--- src/rtl/serial_booth_mac_pkg.sv ---
`default_nettype none
// -----------------------------------------------------------------------------
// serial_booth_mac_pkg : shared FSM state type and counter-width helper
// Rev 1.0
// -----------------------------------------------------------------------------
package serial_booth_mac_pkg;

   typedef enum logic [2:0] {
      ST_IDLE = 3'd0,
      ST_RX   = 3'd1,
      ST_MUL  = 3'd2,
      ST_ACC  = 3'd3,
      ST_TX   = 3'd4
   } state_t;

   // Width of a counter that has to hold the values 0 .. n-1
   function automatic int cnt_w(input int n);
      return (n <= 2) ? 1 : $clog2(n);
   endfunction

endpackage
`default_nettype wire

--- src/rtl/serial_booth_mac_if.sv ---
`default_nettype none
// -----------------------------------------------------------------------------
// serial_booth_mac_if : bit-serial operand/result links with valid/ready
// Rev 1.0
// -----------------------------------------------------------------------------
interface serial_booth_mac_if;
   logic i_din_a;
   logic i_din_b;
   logic i_valid;
   logic o_ready;
   logic i_signed;
   logic i_acc;
   logic o_dout;
   logic o_valid;
   logic i_ready;
   logic o_busy;

   modport master (
      output i_din_a, i_din_b, i_valid, i_signed, i_acc, i_ready,
      input  o_ready, o_dout, o_valid, o_busy
   );

   modport slave (
      input  i_din_a, i_din_b, i_valid, i_signed, i_acc, i_ready,
      output o_ready, o_dout, o_valid, o_busy
   );
endinterface
`default_nettype wire

--- src/rtl/serial_booth_mac_booth_seq_mult.sv ---
`default_nettype none
// -----------------------------------------------------------------------------
// booth_seq_mult : iterative radix-2 Booth multiplier, one iteration per cycle
// Rev 1.0
// -----------------------------------------------------------------------------
module booth_seq_mult
   import serial_booth_mac_pkg::*;
#(
   parameter int WIDTH = 9
) (
   input  wire logic               i_clk,
   input  wire logic               i_rst,
   input  wire logic               i_en,
   input  wire logic               i_start,
   input  wire logic [WIDTH-1:0]   iv_a,
   input  wire logic [WIDTH-1:0]   iv_b,
   output logic                    o_done,
   output logic [2*WIDTH-1:0]      ov_prod
);

   localparam int P_W   = 2*WIDTH + 2;
   localparam int CNT_W = cnt_w(WIDTH + 1);

   // p = {upper partial (WIDTH+1), multiplier (WIDTH), booth q-1 bit}
   logic [P_W-1:0]   p_q, p_d;
   logic [WIDTH:0]   m_q, m_d;
   logic [CNT_W-1:0] cnt_q, cnt_d;
   logic             done_q, done_d;
   logic [WIDTH:0]   upper;
   logic [WIDTH:0]   sum;

   always_comb begin
      upper = p_q[P_W-1:WIDTH+1];
      case (p_q[1:0])
         2'b01:   sum = upper + m_q;
         2'b10:   sum = upper - m_q;
         default: sum = upper;
      endcase

      p_d    = p_q;
      m_d    = m_q;
      cnt_d  = cnt_q;
      done_d = 1'b0;
      if (i_start) begin
         p_d   = {{(WIDTH+1){1'b0}}, iv_b, 1'b0};
         m_d   = {iv_a[WIDTH-1], iv_a};
         cnt_d = CNT_W'(WIDTH);
      end else if (cnt_q != '0) begin
         p_d    = {sum[WIDTH], sum, p_q[WIDTH:1]};
         cnt_d  = cnt_q - 1'b1;
         done_d = (cnt_q == CNT_W'(1));
      end
   end

   always_ff @(posedge i_clk) begin
      if (i_rst) begin
         p_q    <= '0;
         m_q    <= '0;
         cnt_q  <= '0;
         done_q <= 1'b0;
      end else if (i_en) begin
         p_q    <= p_d;
         m_q    <= m_d;
         cnt_q  <= cnt_d;
         done_q <= done_d;
      end
   end

   assign o_done  = done_q;
   assign ov_prod = p_q[2*WIDTH:1];

endmodule
`default_nettype wire

--- src/rtl/serial_booth_mac.sv ---
`default_nettype none
// -----------------------------------------------------------------------------
// serial_booth_mac : bit-serial signed/unsigned Booth multiply-accumulate top
// Rev 1.0
// -----------------------------------------------------------------------------
module serial_booth_mac
   import serial_booth_mac_pkg::*;
#(
   parameter int DATA_WIDTH = 8,
   parameter int ACC_WIDTH  = 2*DATA_WIDTH + 4
) (
   input  wire logic          i_clk,
   input  wire logic          i_rst,
   input  wire logic          i_en,
   serial_booth_mac_if.slave  bus
);

   localparam int OP_W   = DATA_WIDTH + 1;
   localparam int PROD_W = 2*OP_W;
   localparam int RX_W   = cnt_w(DATA_WIDTH);
   localparam int TX_W   = cnt_w(ACC_WIDTH);
   localparam logic [RX_W-1:0] RX_LAST = RX_W'(DATA_WIDTH - 1);
   localparam logic [TX_W-1:0] TX_LAST = TX_W'(ACC_WIDTH - 1);

   state_t                state_q, state_d;
   logic [DATA_WIDTH-1:0] a_sr_q, a_sr_d, b_sr_q, b_sr_d;
   logic [RX_W-1:0]       rx_cnt_q, rx_cnt_d;
   logic [TX_W-1:0]       tx_idx_q, tx_idx_d;
   logic                  signed_q, signed_d;
   logic                  accm_q, accm_d;
   logic [ACC_WIDTH-1:0]  acc_q, acc_d;
   logic                  ready_q, ready_d;
   logic                  valid_q, valid_d;
   logic                  dout_q, dout_d;
   logic                  busy_q, busy_d;

   logic                  in_xfer, out_xfer, mul_start, mul_done;
   logic [OP_W-1:0]       op_a, op_b;
   logic [PROD_W-1:0]     prod;
   logic [ACC_WIDTH-1:0]  prod_ext;

   assign in_xfer  = i_en & bus.i_valid & ready_q;
   assign out_xfer = i_en & valid_q & bus.i_ready;
   assign prod_ext = ACC_WIDTH'($signed(prod));

   // Operands go to the multiplier on the same edge the last bit lands
   assign op_a = signed_q ? {a_sr_d[DATA_WIDTH-1], a_sr_d} : {1'b0, a_sr_d};
   assign op_b = signed_q ? {b_sr_d[DATA_WIDTH-1], b_sr_d} : {1'b0, b_sr_d};

   always_comb begin
      state_d   = state_q;
      a_sr_d    = a_sr_q;
      b_sr_d    = b_sr_q;
      rx_cnt_d  = rx_cnt_q;
      tx_idx_d  = tx_idx_q;
      signed_d  = signed_q;
      accm_d    = accm_q;
      acc_d     = acc_q;
      mul_start = 1'b0;

      case (state_q)
         ST_IDLE: if (in_xfer) begin
            a_sr_d   = {bus.i_din_a, a_sr_q[DATA_WIDTH-1:1]};
            b_sr_d   = {bus.i_din_b, b_sr_q[DATA_WIDTH-1:1]};
            signed_d = bus.i_signed;
            accm_d   = bus.i_acc;
            rx_cnt_d = RX_W'(1);
            state_d  = ST_RX;
         end
         ST_RX: if (in_xfer) begin
            a_sr_d = {bus.i_din_a, a_sr_q[DATA_WIDTH-1:1]};
            b_sr_d = {bus.i_din_b, b_sr_q[DATA_WIDTH-1:1]};
            if (rx_cnt_q == RX_LAST) begin
               rx_cnt_d  = '0;
               mul_start = 1'b1;
               state_d   = ST_MUL;
            end else begin
               rx_cnt_d = rx_cnt_q + 1'b1;
            end
         end
         ST_MUL: if (mul_done) state_d = ST_ACC;
         ST_ACC: begin
            acc_d    = (accm_q ? acc_q : '0) + prod_ext;
            tx_idx_d = '0;
            state_d  = ST_TX;
         end
         ST_TX: if (out_xfer) begin
            if (tx_idx_q == TX_LAST) begin
               tx_idx_d = '0;
               state_d  = ST_IDLE;
            end else begin
               tx_idx_d = tx_idx_q + 1'b1;
            end
         end
         default: state_d = ST_IDLE;
      endcase

      ready_d = (state_d == ST_IDLE) || (state_d == ST_RX);
      valid_d = (state_d == ST_TX);
      dout_d  = (state_d == ST_TX) ? acc_d[tx_idx_d] : 1'b0;
      busy_d  = (state_d != ST_IDLE);
   end

   always_ff @(posedge i_clk) begin
      if (i_rst) begin
         state_q  <= ST_IDLE;
         a_sr_q   <= '0;
         b_sr_q   <= '0;
         rx_cnt_q <= '0;
         tx_idx_q <= '0;
         signed_q <= 1'b0;
         accm_q   <= 1'b0;
         acc_q    <= '0;
         ready_q  <= 1'b1;
         valid_q  <= 1'b0;
         dout_q   <= 1'b0;
         busy_q   <= 1'b0;
      end else if (i_en) begin
         state_q  <= state_d;
         a_sr_q   <= a_sr_d;
         b_sr_q   <= b_sr_d;
         rx_cnt_q <= rx_cnt_d;
         tx_idx_q <= tx_idx_d;
         signed_q <= signed_d;
         accm_q   <= accm_d;
         acc_q    <= acc_d;
         ready_q  <= ready_d;
         valid_q  <= valid_d;
         dout_q   <= dout_d;
         busy_q   <= busy_d;
      end
   end

   booth_seq_mult #(
      .WIDTH (OP_W)
   ) u_mult (
      .i_clk   (i_clk),
      .i_rst   (i_rst),
      .i_en    (i_en),
      .i_start (mul_start),
      .iv_a    (op_a),
      .iv_b    (op_b),
      .o_done  (mul_done),
      .ov_prod (prod)
   );

   assign bus.o_ready = ready_q;
   assign bus.o_valid = valid_q;
   assign bus.o_dout  = dout_q;
   assign bus.o_busy  = busy_q;

endmodule
`default_nettype wire

--- src/flat_wrapper.sv ---
// flat-port wrapper written by rule: the top's interface ports become plain ports
module serial_booth_mac_flat import serial_booth_mac_pkg::*;
#(
   parameter int DATA_WIDTH = 8,
   parameter int ACC_WIDTH  = 2*DATA_WIDTH + 4
)
  (i_clk, i_rst, i_en, bus_i_din_a, bus_i_din_b, bus_i_valid, bus_i_signed, bus_i_acc, bus_i_ready, bus_o_ready, bus_o_dout, bus_o_valid, bus_o_busy);
  serial_booth_mac_if bus_i ();
  input  wire logic i_clk;
  input  wire logic i_rst;
  input  wire logic i_en;
  input wire logic [$bits(bus_i.i_din_a)-1:0] bus_i_din_a;
  input wire logic [$bits(bus_i.i_din_b)-1:0] bus_i_din_b;
  input wire logic [$bits(bus_i.i_valid)-1:0] bus_i_valid;
  input wire logic [$bits(bus_i.i_signed)-1:0] bus_i_signed;
  input wire logic [$bits(bus_i.i_acc)-1:0] bus_i_acc;
  input wire logic [$bits(bus_i.i_ready)-1:0] bus_i_ready;
  output wire logic [$bits(bus_i.o_ready)-1:0] bus_o_ready;
  output wire logic [$bits(bus_i.o_dout)-1:0] bus_o_dout;
  output wire logic [$bits(bus_i.o_valid)-1:0] bus_o_valid;
  output wire logic [$bits(bus_i.o_busy)-1:0] bus_o_busy;
  assign bus_i.i_din_a = bus_i_din_a;
  assign bus_i.i_din_b = bus_i_din_b;
  assign bus_i.i_valid = bus_i_valid;
  assign bus_i.i_signed = bus_i_signed;
  assign bus_i.i_acc = bus_i_acc;
  assign bus_i.i_ready = bus_i_ready;
  assign bus_o_ready = bus_i.o_ready;
  assign bus_o_dout = bus_i.o_dout;
  assign bus_o_valid = bus_i.o_valid;
  assign bus_o_busy = bus_i.o_busy;
  serial_booth_mac #(.DATA_WIDTH(DATA_WIDTH), .ACC_WIDTH(ACC_WIDTH)) u_core (.i_clk(i_clk), .i_rst(i_rst), .i_en(i_en), .bus(bus_i));
endmodule
--- config.mk ---
export PLATFORM = sky130hd
export DESIGN_NAME = serial_booth_mac_flat
export DESIGN_NICKNAME = d
export VERILOG_FILES = /design/src/rtl/serial_booth_mac_pkg.sv /design/src/rtl/serial_booth_mac_if.sv /design/src/rtl/serial_booth_mac_booth_seq_mult.sv /design/src/rtl/serial_booth_mac.sv /design/src/flat_wrapper.sv
export SDC_FILE = /design/constraint.sdc
export NUM_CORES = 1
export LEC_CHECK = 0
export BUFFER_PORTS_ARGS = -buffer_cell sky130_fd_sc_hd__buf_2
export CORE_MARGIN = 2
export CORE_UTILIZATION = 55
export DETAILED_ROUTE_END_ITERATION = 7
export GPL_TIMING_DRIVEN = 0
export PLACE_DENSITY = 0.74
export SETUP_SLACK_MARGIN = 0.4
export SYNTH_ARGS = -nofsm -noshare
export SYNTH_HDL_FRONTEND = slang
export SYNTH_HIERARCHICAL = 1
export SYNTH_SLANG_ARGS = --single-unit
--- constraint.sdc ---
create_clock -name i_clk -period 2.9 [get_ports i_clk]
set_input_delay 0.435 -clock i_clk [delete_from_list [all_inputs] [get_ports i_clk]]
set_output_delay 0.435 -clock i_clk [all_outputs]
set_load 0.03 [all_outputs]
=== Word level (Yosys, flattened, before mapping) ===
Index checks and enable logic that the tools add are counted.

* Latch bits: 0
* Output and inout port bits: 4
* RAM bits: 0
* Bits in registers: 87
* Memories: 0
* Logic and storage cells: 87
* Bits in read-only memories: 0

* Bitwise operators: 4
* $mul: 0
* Mux-type cells: 35
* Reductions and logical operators: 12
* Div/mod/pow operators: 0
* Equal/unequal tests: 13
* Add/subtract/negate cells: 6
* Shift operators: 0
* Magnitude comparators: 1

{| class="wikitable"
|+ Operators with widths
! cell !! number
|-
| 2-to-1 mux 20 bit || 4
|-
| 2-to-1 mux 8 bit || 4
|-
| 2-to-1 mux 3 bit || 9
|-
| adder 20 bit || 1
|-
| case mux 10 bit (2 select lines) || 1
|-
| 2-to-1 mux 9 bit || 2
|-
| case mux 3 bit (5 select lines) || 1
|-
| adder 10 bit || 1
|-
| 2-to-1 mux 5 bit || 2
|-
| case mux 5 bit (2 select lines) || 1
|-
| subtractor 10 bit || 1
|-
| == test 3 bit (second input constant) || 3
|-
| 2-to-1 mux 4 bit || 2
|-
| 2-to-1 mux 1 bit || 7
|-
| == test 3 x 1 -> 1 bit (second input constant) || 2
|-
| == test 3 x 2 -> 1 bit (second input constant) || 2
|-
| logical NOT 3 bit || 2
|-
| less-than comparator 5 x 6 -> 1 bit (second input constant) || 1
|-
| case mux 3 bit (2 select lines) || 1
|-
| adder 5 x 1 -> 5 bit (second input constant) || 1
|-
| binary-select mux 1 bit (select 5 bit) || 1
|-
| == test 5 bit (second input constant) || 1
|-
| bitwise AND 1 bit || 4
|-
| == test 4 x 1 -> 1 bit (second input constant) || 1
|-
| other kinds (13) || 16
|}

=== Logic depth before layout (Yosys ltp) ===
Gate-level depths: netlist of run 1.

* Depth after elaboration: 7
* Mapped depth: 13
* Depth with buffers taken out: 13

=== By module ===
Netlist of run 1, hierarchy kept.

{| class="wikitable"
|+ By module, submodules not included
! module !! area an instance (µm²) !! times used !! seq. area each (µm²) !! cells each
|-
| serial_booth_mac || 3677.3 || 1 || 1061.0 || 496
|-
| booth_seq_mult || 2124.5 || 1 || 660.6 || 260
|}

=== Worst setup path after synthesis of run 1 ===
OpenSTA, ideal clock, no wires.

* Path type: register to register
* Start point: reg u_core.accm_q
* End point: reg u_core.acc_q[19]
* Cell stages (with the launch flop): 12
* Required time: 2.768 ns
* Arrival: 2.573 ns
* Clock period less this slack: 2.705 ns
* Slack: 0.195 ns
* Path through: dfxtp_1 clkbuf_1 and2_1 ha_1 a21oi_1 nand2_1 o41ai_1 o21ai_0 a21oi_1 xnor2_1 mux2i_1 a21oi_1

* Word-level cells in the longest chain between the ends: 3

{| class="wikitable"
|+ Ends and longest elaborated chain
! what !! line !! source
|-
| start, declared || serial_booth_mac.sv:30 || <nowiki>logic accm_q, accm_d;</nowiki>
|-
| start signal, assigned || serial_booth_mac.sv:125 || <nowiki>accm_q <= accm_d;</nowiki>
|-
| 2-to-1 mux 20 bit || serial_booth_mac.sv:83 || <nowiki>acc_d = (accm_q ? acc_q : '0) + prod_ext;</nowiki>
|-
| adder 20 bit || serial_booth_mac.sv:83 ||
|-
| 2-to-1 mux 20 bit || serial_booth_mac.sv:61 || <nowiki>case (state_q)</nowiki>
|-
| end signal, assigned || serial_booth_mac.sv:113 || <nowiki>acc_q <= '0;</nowiki>
|-
| end signal, assigned || serial_booth_mac.sv:126 || <nowiki>acc_q <= acc_d;</nowiki>
|-
| end, declared || serial_booth_mac.sv:31 || <nowiki>logic [ACC_WIDTH-1:0] acc_q, acc_d;</nowiki>
|}

No other way between the ends.
A chain may end at the register's enable or synchronous reset.

=== Final worst setup path of run 1 ===
* Start point: reg u_core.accm_q
* End point: reg u_core.dout_q, in the netlist u_core/bus.o_dout

* Word-level cells in the longest chain between the ends: 6

{| class="wikitable"
|+ Ends and longest elaborated chain
! what !! line !! source
|-
| 2-to-1 mux 20 bit || serial_booth_mac.sv:83 ||
|-
| adder 20 bit || serial_booth_mac.sv:83 ||
|-
| 2-to-1 mux 20 bit || serial_booth_mac.sv:61 ||
|-
| binary-select mux 1 bit (select 5 bit) || serial_booth_mac.sv:100 || <nowiki>dout_d = (state_d == ST_TX) ? acc_d[tx_idx_d] : 1'b0;</nowiki>
|-
| 2-to-1 mux 1 bit (implied by the code) || serial_booth_mac.sv:100 ||
|-
| 2-to-1 mux 1 bit || serial_booth_mac.sv:100 ||
|-
| end signal, assigned || serial_booth_mac.sv:129 || <nowiki>dout_q <= dout_d;</nowiki>
|-
| end, declared || serial_booth_mac.sv:34 || <nowiki>logic dout_q, dout_d;</nowiki>
|}

No other way between the ends. The select of a mux whose other input is x is not followed.

==> results of run 1 <==
## cell type report
cell class / instances / area share (%)
timing repair buffer: 25 / 2.53
clock buffer: 9 / 1.87
buffer: 61 / 5.65
clock inverter: 7 / 1.08
inverter: 22 / 1.25
multi-input combinational: 587 / 58.9
sequential: 86 / 26.1
tap: 136 / 2.57
## power by group
group / internal (W) / switching [W] / total, W / leakage (nW)
Sequential: 0.00122 / 0.0000371 / 0.00125 / 0.699
Combinational: 0.000180 / 0.000311 / 0.000491 / 1.83
Clock: 0.000339 / 0.000503 / 0.000842 / 0.0999
## per-stage QoR
stage          instances  instance area [sq um]  util (%)
6_report             933                   6620      64.4
5_1_grt              933                   6620      64.4
4_1_cts              930                   6510      63.3
3_5_place_dp         904                   6120      59.6
3_3_place_gp         904                   6120      59.6
2_1_floorplan        756                   5890         -
## worst paths after layout
kind | cells after the start | slack (ns) | end | from
setup reg to reg | 12 | 0.08 | u_core/bus.o_dout$_SDFFE_PP0P_ | u_core/accm_q$_SDFFE_PP0P_
hold reg to reg | 2 | 0.47 | u_core/rx_cnt_q[1]$_SDFFE_PP0P_ | u_core/rx_cnt_q[1]$_SDFFE_PP0P_
hold / removal | 3 | 0.30 | u_core/accm_q$_SDFFE_PP0P_ | bus_i_acc
setup / recovery | 12 | 0.08 | u_core/bus.o_dout$_SDFFE_PP0P_ | u_core/accm_q$_SDFFE_PP0P_
## metal layers
layer / wire [um] / vias to the layer above / global-route usage, %
li1: - / 2728 / -
met1: 6710 / 2611 / 35.2
met2: 7450 / 186 / 47.4
met3: 984 / 23 / 3.83
met4: 260 / 0 / 8.35
met5: 0 / - / 0
## cell usage after synthesis (all sizes together) (22+ instances only)
library cell	n	area, sq um
xnor2	23	201
nand3	28	140
ha	36	450
a21oi	70	358
dfxtp	86	1720
inv	22	82.6
and2	37	231
nor2	72	273
o21ai	28	163
buf	31	223
nand2	120	458
clkbuf	30	113
## timing repair
action,4_1_cts,5_1_grt
resized for setup,25,32
gates cloned,1,0
hold buffers,0,0
setup endpoints to repair,25,34
pin swaps,16,11
buffers inserted,9,3
## sequential cells by signal, summed over array words and instances (netlist names)
register	count
u_core/bus.o_ready	1
u_core/a_sr_q	8
u_core/signed_q	1
u_core/u_mult/o_done	1
u_core/bus.o_busy	1
u_core/state_q	3
u_core/bus.o_dout	1
u_core/rx_cnt_q	3
u_core/tx_idx_q	5
u_core/u_mult/m_q	9
u_core/u_mult/cnt_q	4
u_core/b_sr_q	8
u_core/accm_q	1
u_core/u_mult/p_q	19
u_core/acc_q	20
u_core/bus.o_valid	1
## cell families after synthesis
group                      share of synthesized area [%]
AOI/OAI and AO/OA                                   21.9
xor gates and xnor gates                            3.92
adders and majority gates                           8.45
buffers and inverters                               7.20
DFF                                                 29.7
muxes                                               2.09
and+or+nand+nor                                     26.7
## critical path, delay by kind of cell (launching register included)
kind            cells  cell delay (ns)
compound gates      5             0.83
xor+xnor            1             0.20
fa+ha+maj           2             0.37
buf+inv             1             0.12
flops               1             0.42
simple gates        3             0.76
==> results by group, run 1 <==
Outcome
  – Outcome: finished clean

Power and ir drop
  – Total power: roughly 0.0026 W
  – Max VDD drop: 490 uV
  – PwrDens: 391 nW/um^2
  – Pleak: 2.62 nW

Logic synthesis
  – Synth unique cells: 72
  – EDFF count, synth: 0
  – Post-synthesis net count: 803
  – Seq cells post-synth: 86
  – Ys async rst share: 0%
  – Synth Instances: 756
  – Post-Syn Area: 5800 sq um
  – Dominant synthesized flop cell: dfxtp_1
  – Seq/Total Area, Yosys: 29.7%
  – Warnings, synthesis: 6
  – Syn Area/Cell: ~7.7 sq um

Finish
  – Most frequent cells in the layout: nand2_1, dfxtp_1, nor2_1
  – Antenna cell count: 0
  – Multi-input gate area: 3900 sq um
  – Area grow syn2layout: 14.1%
  – Number of fill cells in the layout: 934
  – Leading cell type in the layout, fill and taps excluded: nand2_1
  – Flip-flop and latch area: 1730 sq um
  – Layout cells sized above 1: 16.9%
  – Nets: 839

Clocking
  – # H-tree levels: 3
  – Clk sinks: 86
  – Clock tree buffer depth: 2
  – CTS root buf: clkbuf_8
  – Worst skew pair latency: ~0.37 ns
  – Worst-path clk slew: 0.11 ns
  – Total CTS buffers: 9
  – CTS tree: yes

Detailed routing
  – Antenna Nets Post-Route: 0
  – DR DRC count: 0
  – Vias per std cell: a little under 6
  – WL/cell: roughly 17 um
  – DRT Pass-1 Iters: 5
  – Via count: 5548
  – WL final: around 15 mm
  – First DRT Iteration DRCs: 460

Timing
  – Setup_tns: 0 ns
  – Minimum clock period: 2.82 ns
  – Rel. slew slack: 50.9%
  – Final Hold Vio Count: 0
  – RSZ-0062 raised after global routing: true
  – Tcrit/Tclk final: 97.2%
  – Slew Viols, Final: 0
  – Worst Hold Slack: 0.302 ns
  – Setup ws final: 0.0812 ns
  – Setup violations, final: 0
  – Clock skew: between 0.015 and 0.02 ns
  – Upper clock frequency limit: 355 MHz
  – Worst-Margin Slew: 0.728 ns

Critical path
  – WS Path Type: register to register
  – Crit-path max FO: 5
  – Worst path max stage delay: around 0.54 ns
  – Slowest library cell on the worst path: or4_4
  – CP Cell Sequence: buf_8 > and2_4 > ha_4 > fa_2 > a211oi_4 > or4_4 > a31o_4 > nand2_4 > a41oi_2 > xnor2_2 > o2111ai_2 > o211ai_2
  – CP endpoint kind: register
  – Worst EP required: 3.16 ns
  – Crit start category: register
  – CP arrival: between 3 and 4 ns

Floorplan
  – Floorplan die height: roughly 110 um
  – Die width: 107 um
  – Core ar.: 10300 sq um
  – Die area: 11400 sq um
  – # rows: 37
  – Starting Density: 56.5%
  – Top Ports: 13

Global route
  – Antenna violations before repair: 0
  – Remaining global-route overflow: 0
  – Vias in the first global route: 5308
  – All-layer global routing usage: 27.3%
  – Global-route wire length before repair: 25.1 mm
  – Largest net degree at the start of global routing: 19

Place
  – Dpl ws: -0.248 ns
  – I/O Buffers: 12
  – Placer Congestion: between 0.8 and 0.9
  – Placed wire-length estimate: 11.4 mm

Run
  – Maximum capacitance violations: 0

Hold path
  – Min-Delay Path Class: input pin to register
No activity file was read; power rests on OpenSTA's default activity.
==> run 2, diff against run 1 <==
--- a/config.mk
+++ b/config.mk
@@ -14,5 +14,4 @@
 export SETUP_SLACK_MARGIN = 0.4
 export SYNTH_ARGS = -nofsm -noshare
 export SYNTH_HDL_FRONTEND = slang
-export SYNTH_HIERARCHICAL = 1
 export SYNTH_SLANG_ARGS = --single-unit
==> constraint.sdc (replaced) <==
create_clock -name i_clk -period 2.9 [get_ports i_clk]
set_input_delay 0.435 -clock i_clk [delete_from_list [all_inputs] [get_ports i_clk]]
set_output_delay 0.435 -clock i_clk [all_outputs]
set_load 0.05 [all_outputs]
==> results by group, run 2 <==
Logic synthesis
  – Synth unique cells: 70 (was 72)
  – Post-synthesis compound-gate area fraction: 24.3% (was 21.9%)
  – Cell taking the most area after synthesis: dfxtp_1 (unchanged)
  – Top-count cell post-synth: nand2_1 (unchanged)
  – Top cells by area, synth: dfxtp_1, nand2_1, ha_1 (was dfxtp_1, ha_1, nand2_1)
  – Post-synth top area share: 30.9% (was 29.7%)
  – Seq cells post-synth: 84 (was 86)
  – Synth Area in Simple Gates: 25.5% (was 26.7%)
  – Post-synth top cells: nand2_1, dfxtp_1, a21oi_1 (was nand2_1, dfxtp_1, nor2_1)
  – Dominant synthesized flop cell: dfxtp_1 (unchanged)
  – Post-Syn Area: 5440 sq um (was 5800 sq um)
  – Synth Instances: 716 (was 756)
  – Seq/Total Area, Yosys: 30.9% (was 29.7%)
  – EDFF count, synth: 0 (unchanged)
  – Mux cell area share after synthesis: 2.14% (was 2.09%)
  – Syn Area/Cell: 7.60 sq um (was 7.67 sq um)
  – Xor-xnor portion of the synthesized cell area: 3.54% (was 3.92%)
  – Adder-Cell Fraction of Synth Area: 8.78% (was 8.45%)
  – Post-synthesis net count: 762 (was 803)
  – Ys async rst share: 0% (unchanged)
  – Warnings, synthesis: 0 (was 6)
  – Main combinational cell family by area after synthesis: simple AND/OR/NAND/NOR gates (unchanged)

Power and ir drop
  – Switch share: 35.3% (was 32.9%)
  – Pleak: 2.57 nW (was 2.62 nW)
  – Comb power frac: 26.4% (was 19.0%)
  – Int Pwr: 0.00207 W (was 0.00174 W)
  – Max VDD drop: 361 uV (was 490 uV)
  – Net Switching: 0.00113 W (was 0.000852 W)
  – Sequential Power Share: 42.7% (was 48.5%)
  – Clock power share: 31.0% (was 32.5%)
  – PwrDens: 470 nW/um^2 (was 391 nW/um^2)

Global route
  – All-layer global routing usage: 30.7% (was 27.3%)
  – Met3 GRT Util: 3.43% (was 3.83%)
  – Largest net degree at the start of global routing: 17 (was 19)
  – Remaining global-route overflow: 0 (unchanged)
  – Grt met2 use: 52.4% (was 47.4%)
  – Global-route wire length before repair: 25.4 mm (was 25.1 mm)
  – Antenna violations before repair: 0 (unchanged)
  – GRT busiest layer: met2 (unchanged)
  – Vias in the first global route: 5142 (was 5308)
  – Met1 Resource Use GR: 39.5% (was 35.2%)

Floorplan
  – Core ar.: 9680 sq um (was 10300 sq um)
  – Die area: 10700 sq um (was 11400 sq um)
  – Top Ports: 13 (unchanged)
  – # rows: 36 (was 37)
  – Starting Density: 56.2% (was 56.5%)
  – Floorplan die height: 103 um (was 107 um)
  – Die width: 103 um (was 107 um)

Hold path
  – Min-Delay Endpoint: u_core.signed_q$_SDFFE_PP0P_ (was u_core/accm_q$_SDFFE_PP0P_)
  – Hold Path Depth: 3 (unchanged)
  – HP Start: bus_i_signed (was bus_i_acc)
  – Min-Delay Path Class: input pin to register (unchanged)

Critical path
  – CP arrival: 3.27 ns (was 3.07 ns)
  – Reg2Reg Depth: 12 (unchanged)
  – FF-to-FF setup slack: -0.12 ns (was 0.08 ns)
  – Crit path max-delay family: simple AND/OR/NAND/NOR gates (was compound AO/OA/AOI/OAI gates)
  – Crit start category: register (unchanged)
  – Crit-path most repeated cell: o311ai_1
  – CP endpoint kind: register (unchanged)
  – Slowest library cell on the worst path: or4_4 (unchanged)
  – Worst EP required: 3.15 ns (was 3.16 ns)
  – CP Cell Sequence: clkbuf_4 > and2_1 > ha_2 > buf_2 > nand4_1 > nor3_1 > and3_1 > or4_4 > a32oi_1 > o211ai_1 > o311ai_1 > o311ai_1 (was buf_8 > and2_4 > ha_4 > fa_2 > a211oi_4 > or4_4 > a31o_4 > nand2_4 > a41oi_2 > xnor2_2 > o2111ai_2 > o211ai_2)
  – Reg-to-reg startpoint: u_core.accm_q$_SDFFE_PP0P_ (was u_core/accm_q$_SDFFE_PP0P_)
  – Worst path bufs/invs: 2 (was 1)
  – WS Path Type: register to register (unchanged)
  – Worst path max stage delay: 0.43 ns (was 0.54 ns)
  – Worst R2R End: u_core.bus.o_dout$_SDFFE_PP0P_ (was u_core/bus.o_dout$_SDFFE_PP0P_)
  – Crit-path max FO: 7 (was 5)

Clocking
  – Total CTS buffers: 9 (unchanged)
  – CTS Hold Buffers Added: 0 (unchanged)
  – CTS tree: yes (unchanged)
  – Worst skew pair latency: 0.38 ns (was 0.37 ns)
  – CTS root buf: clkbuf_8 (unchanged)
  – Worst-path clk slew: 0.11 ns (about the same)
  – Clk sinks: 84 (was 86)
  – # H-tree levels: 3 (unchanged)
  – Clock tree buffer depth: 2 (unchanged)

Timing
  – Rel. slew slack: 50.1% (was 50.9%)
  – Setup ws final: -0.123 ns (was 0.0812 ns)
  – Minimum clock period: 3.02 ns (was 2.82 ns)
  – Slew Viols, Final: 0 (unchanged)
  – Upper clock frequency limit: 331 MHz (was 355 MHz)
  – Worst-Margin Slew: 0.748 ns (was 0.728 ns)
  – Final Hold Vio Count: 0 (unchanged)
  – RSZ-0062 raised after global routing: true (unchanged)
  – Clock skew: 0.0192 ns (was 0.0166 ns)
  – Tcrit/Tclk final: 104% (was 97.2%)
  – Setup violations, final: 1 (was 0)

Run
  – Maximum capacitance violations: 0 (unchanged)

Finish
  – Most frequent cells in the layout: nand2_1, dfxtp_1, a21oi_1 (was nand2_1, dfxtp_1, nor2_1)
  – Max reg flops: 20 (unchanged)
  – Largest regs: u_core.acc_q: 20 flops, u_core.u_mult.p_q: 19 flops, u_core.u_mult.m_q: 9 flops (was u_core/acc_q: 20 flops, u_core/u_mult/p_q: 19 flops, u_core/u_mult/m_q: 9 flops)
  – Antenna cell count: 0 (unchanged)
  – Area grow syn2layout: 24.8% (was 14.1%)
  – Leading cell type in the layout, fill and taps excluded: nand2_1 (unchanged)
  – Layout cells sized above 1: 22.1% (was 16.9%)
  – Non-filler cells in the finished layout: 911 (was 933)
  – Final non-filler cell area: 6790 sq um (was 6620 sq um)
  – Most flop-heavy register: u_core.acc_q (was u_core/acc_q)
  – Nets: 819 (was 839)

Place
  – Placer Congestion: 0.896 (was 0.883)
  – I/O Buffers: 11 (was 12)
  – Placed cells: 860 (was 904)
  – Placed wire-length estimate: 11.2 mm (was 11.4 mm)
  – Dpl ws: -0.266 ns (was -0.248 ns)
  – Placed inst area: 5770 sq um (was 6120 sq um)

Detailed routing
  – WL final: 16.4 mm (was 15.4 mm)
  – First DRT Iteration DRCs: 356 (was 460)
  – DR DRC count: 0 (unchanged)
  – Via count: 5641 (was 5548)
  – Antenna Nets Post-Route: 0 (unchanged)
  – Vias per std cell: 6.19 (was 5.95)
  – DRT Pass-1 Iters: 5 (unchanged)
  – WL/cell: 18.0 um (was 16.5 um)

Outcome
  – Failing checks: negative setup slack
  – Outcome: finished, violations left (was finished clean)
==> run 2: stage by stage <==
stage	total power [W]	util, %	hold WS [ns]	TNS (ns)
detailed placement	0.00206	59.6	0.439	-0.450
CTS	0.00309	67.1	0.301	-0.0707
finish	0.00319	70.1	0.296	-0.123
floorplan	0.00186	-	0.425	0
global route	0.00332	70.1	0.313	-0.255
global placement	0.00203	59.6	0.436	-0.311
==> run 2: cell type report <==
cell class                 instances  area (sq um)
multi-input combinational        566          4050
fill                             771          2890
sequential                        84          1700
timing repair buffer              46           325
buffer                            41           231
tap                              133           166
clock buffer                       9           124
clock inverter                     7           106
inverter                          25          93.8
==> run 2: cells by family after synthesis <==
kind of cell / Yosys count
buffers and inverters: 66
multiplexers: 11
AO/OA/AOI/OAI: 206
flip-flops: 84
AND/OR/NAND/NOR: 290
adder cells (fa/ha/maj): 37
XOR/XNOR: 22
==> run 2: routing by layer <==
layer | part of all wire (%) | vias to the layer above
met1 | 42 | 2684
li1 | - | 2670
met5 | 0 | -
met2 | 48 | 229
met4 | 3.5 | 0
met3 | 6.8 | 58
==> run 2: how the worst max path moves through the flow <==
| stage | start | to | slack, ns | depth (start not counted) |
|---|---|---|---|---|
| floorplan | u_core.u_mult.p_q[0]$_SDFFE_PP0P_ | u_core.u_mult.p_q[18]$_SDFFE_PP0P_ | 0.17 | 14 |
| global placement | u_core.accm_q$_SDFFE_PP0P_ | u_core.bus.o_dout$_SDFFE_PP0P_ | -0.28 | 11 |
| detailed placement | u_core.accm_q$_SDFFE_PP0P_ | u_core.bus.o_dout$_SDFFE_PP0P_ | -0.27 | 11 |
| CTS | u_core.accm_q$_SDFFE_PP0P_ | u_core.bus.o_dout$_SDFFE_PP0P_ | -0.07 | 13 |
| global route | u_core.accm_q$_SDFFE_PP0P_ | u_core.bus.o_dout$_SDFFE_PP0P_ | -0.25 | 12 |
| finish | u_core.accm_q$_SDFFE_PP0P_ | u_core.bus.o_dout$_SDFFE_PP0P_ | -0.12 | 12 |
==> run 2: worst min-delay path: stages <==
cell and delay [ns]:
buf_2 0.09, nand2_1 0.04, a21oi_1 0.05
==> run 2: power by group through the flow <==
stage	registers [W]	logic (W)	clock network (W)
after global placement	0.00137	0.000661	0
after CTS	0.00135	0.000764	0.000981
after detailed placement	0.00138	0.000682	0
final	0.00136	0.000841	0.000988
after global routing	0.00137	0.000926	0.00103
after floorplan	0.00134	0.000526	0
==> run 2: timing repair <==
action                                  in CTS  in global routing
buffers inserted                            26                  7
endpoints found under the setup margin      21                 28
gates cloned                                 2                  0
pin swaps                                   38                 32
gates resized for setup                     64                 53
==> run 3, diff against run 2 <==
--- a/config.mk
+++ b/config.mk
@@ -10,7 +10,7 @@
 export CORE_UTILIZATION = 55
 export DETAILED_ROUTE_END_ITERATION = 7
 export GPL_TIMING_DRIVEN = 0
-export PLACE_DENSITY = 0.74
+export PLACE_DENSITY = 0.77
 export SETUP_SLACK_MARGIN = 0.4
 export SYNTH_ARGS = -nofsm -noshare
 export SYNTH_HDL_FRONTEND = slang
==> results by group, run 3 (synthesis gave the netlist of run 2 again) <==
Floorplan
  – Die width: 103 um (unchanged)
  – # rows: 36 (unchanged)
  – Top Ports: 13 (unchanged)
  – Core ar.: 9680 sq um (unchanged)
  – Die area: 10700 sq um (unchanged)
  – Floorplan die height: 103 um (unchanged)
  – Starting Density: 56.2% (unchanged)

Outcome
  – Outcome: finished, violations left (unchanged)
  – Failing checks: negative setup slack (unchanged)

Detailed routing
  – DR DRC count: 0 (unchanged)
  – Vias per std cell: 6.17 (was 6.19)
  – First DRT Iteration DRCs: 435 (was 356)
  – DRT Pass-1 Iters: 5 (unchanged)
  – WL final: 17.1 mm (was 16.4 mm)
  – WL/cell: 18.5 um (was 18.0 um)
  – Via count: 5719 (was 5641)
  – Antenna Nets Post-Route: 0 (unchanged)

Finish
  – Area grow syn2layout: 27.5% (was 24.8%)
  – Antenna cell count: 0 (unchanged)
  – Max reg flops: 20 (unchanged)
  – Nets: 835 (was 819)
  – Most frequent cells in the layout: nand2_1, dfxtp_1, nor2_1 (was nand2_1, dfxtp_1, a21oi_1)
  – Most flop-heavy register: u_core.acc_q (unchanged)
  – Largest regs: u_core.acc_q: 20 flops, u_core.u_mult.p_q: 19 flops, u_core.u_mult.m_q: 9 flops (unchanged)
  – Leading cell type in the layout, fill and taps excluded: nand2_1 (unchanged)
  – Non-filler cells in the finished layout: 927 (was 911)
  – Layout cells sized above 1: 24.2% (was 22.1%)

Timing
  – RSZ-0062 raised after global routing: true (unchanged)
  – Minimum clock period: 3.05 ns (was 3.02 ns)
  – Final Hold Vio Count: 0 (unchanged)
  – Clock skew: 0.0162 ns (was 0.0192 ns)
  – Upper clock frequency limit: 328 MHz (was 331 MHz)
  – Setup ws final: -0.152 ns (was -0.123 ns)
  – Worst Hold Slack: 0.302 ns (was 0.296 ns)
  – Setup violations, final: 2 (was 1)
  – Slew Viols, Final: 0 (unchanged)
  – Worst-Margin Slew: 0.760 ns (was 0.748 ns)
  – Rel. slew slack: 49.3% (was 50.1%)
  – Tcrit/Tclk final: 105% (was 104%)

Global route
  – Global-route wire length before repair: 25.5 mm (was 25.4 mm)
  – Largest net degree at the start of global routing: 18 (was 17)
  – All-layer global routing usage: 31.1% (was 30.7%)
  – Vias in the first global route: 5045 (was 5142)
  – Remaining global-route overflow: 0 (unchanged)
  – Antenna violations before repair: 0 (unchanged)

Clocking
  – # H-tree levels: 3 (unchanged)
  – CTS Hold Buffers Added: 0 (unchanged)
  – CTS tree: yes (unchanged)
  – Total CTS buffers: 9 (unchanged)
  – CTS root buf: clkbuf_8 (unchanged)
  – Clk sinks: 84 (unchanged)
  – Worst skew pair latency: 0.37 ns (was 0.38 ns)
  – Worst-path clk slew: 0.10 ns (was 0.11 ns)
  – Clock tree buffer depth: 2 (unchanged)

Critical path
  – Crit start category: register (unchanged)
  – WS Path Type: register to register (unchanged)
  – CP arrival: 3.30 ns (was 3.27 ns)
  – CP endpoint kind: register (unchanged)
  – Crit-path max FO: 5 (was 7)
  – Worst EP required: 3.14 ns (was 3.15 ns)

Hold path
  – Min-Delay Path Class: input pin to register (unchanged)

Place
  – Placed cells: 860 (unchanged)
  – Placed wire-length estimate: 11.0 mm (was 11.2 mm)
  – I/O Buffers: 11 (unchanged)
  – Placer Congestion: 0.959 (was 0.896)

Power and ir drop
  – Pleak: 2.62 nW (was 2.57 nW)
  – Max VDD drop: 316 uV (was 361 uV)
  – PwrDens: 440 nW/um^2 (was 470 nW/um^2)
  – Total power: 0.00306 W (was 0.00319 W)

Run
  – Maximum capacitance violations: 0 (unchanged)
-- run 3: stage by stage --
stage	util, %	area (sq um)	worst slack, ns	setup TNS (ns)
2_1_floorplan	-	5550	0.166	0
3_3_place_gp	59.6	5770	-0.215	-0.237
3_5_place_dp	59.6	5770	-0.271	-0.378
4_1_cts	67.0	6480	-0.0402	-0.0402
5_1_grt	71.7	6940	-0.263	-0.360
6_report	71.7	6940	-0.152	-0.168
-- run 3: area by class of cell --
class,instances,area (sq um)
Fill cell,748,2740
Inverter,25,93.8
Sequential cell,84,1700
Timing Repair Buffer,62,483
Clock buffer,9,124
Tap cell,133,166
Clock inverter,7,71.3
Multi-Input combinational cell,566,4070
Buffer,41,235
-- run 3: final timing paths --
kind                                     to  cells after the start                          start  slack (ns)
max          u_core.bus.o_dout$_SDFFE_PP0P_                     12     u_core.accm_q$_SDFFE_PP0P_       -0.15
min              u_core.accm_q$_SDFFE_PP0P_                      3                      bus_i_acc        0.30
max reg2reg  u_core.bus.o_dout$_SDFFE_PP0P_                     12     u_core.accm_q$_SDFFE_PP0P_       -0.15
min reg2reg   u_core.b_sr_q[4]$_SDFFE_PP0P_                      2  u_core.b_sr_q[5]$_SDFFE_PP0P_        0.47
-- run 3: worst max-delay path, cell delays in order, from the launching register on --
cell and delay (ns):
dfxtp_4 0.42, buf_4 0.18, and2_1 0.14, ha_2 0.30, nand4_1 0.13, buf_4 0.15
nor3_1 0.06, and3_1 0.20, or4_4 0.45, a32oi_2 0.23, o211ai_1 0.17, o311ai_1 0.33
o311ai_1 0.16
-- run 3: where the power goes --
| group | total (W) | internal (W) | switching, W |
|---|---|---|---|
| registers | 0.00137 | 0.00124 | 0.000124 |
| logic | 0.000845 | 0.000328 | 0.000516 |
| clock network | 0.000844 | 0.000335 | 0.000509 |
-- run 3: metal layers --
layer / part of all wire, % / vias up / wire length [um] / GRT usage [%]
met5: 0 / - / 0 / 0
met1: 41 / 2710 / 6990 / 39.4
li1: - / 2716 / - / -
met3: 7.5 / 56 / 1290 / 6.25
met4: 2.9 / 0 / 503 / 10.5
met2: 49 / 237 / 8360 / 52.9
-- run 3: timing repair --
action                                  CTS  global route
gates resized for setup                  66            69
setup buffers                            30            19
hold endpoints to repair                  0             0
cloned                                    2             0
pin swaps                                45            58
endpoints found under the setup margin   16            24
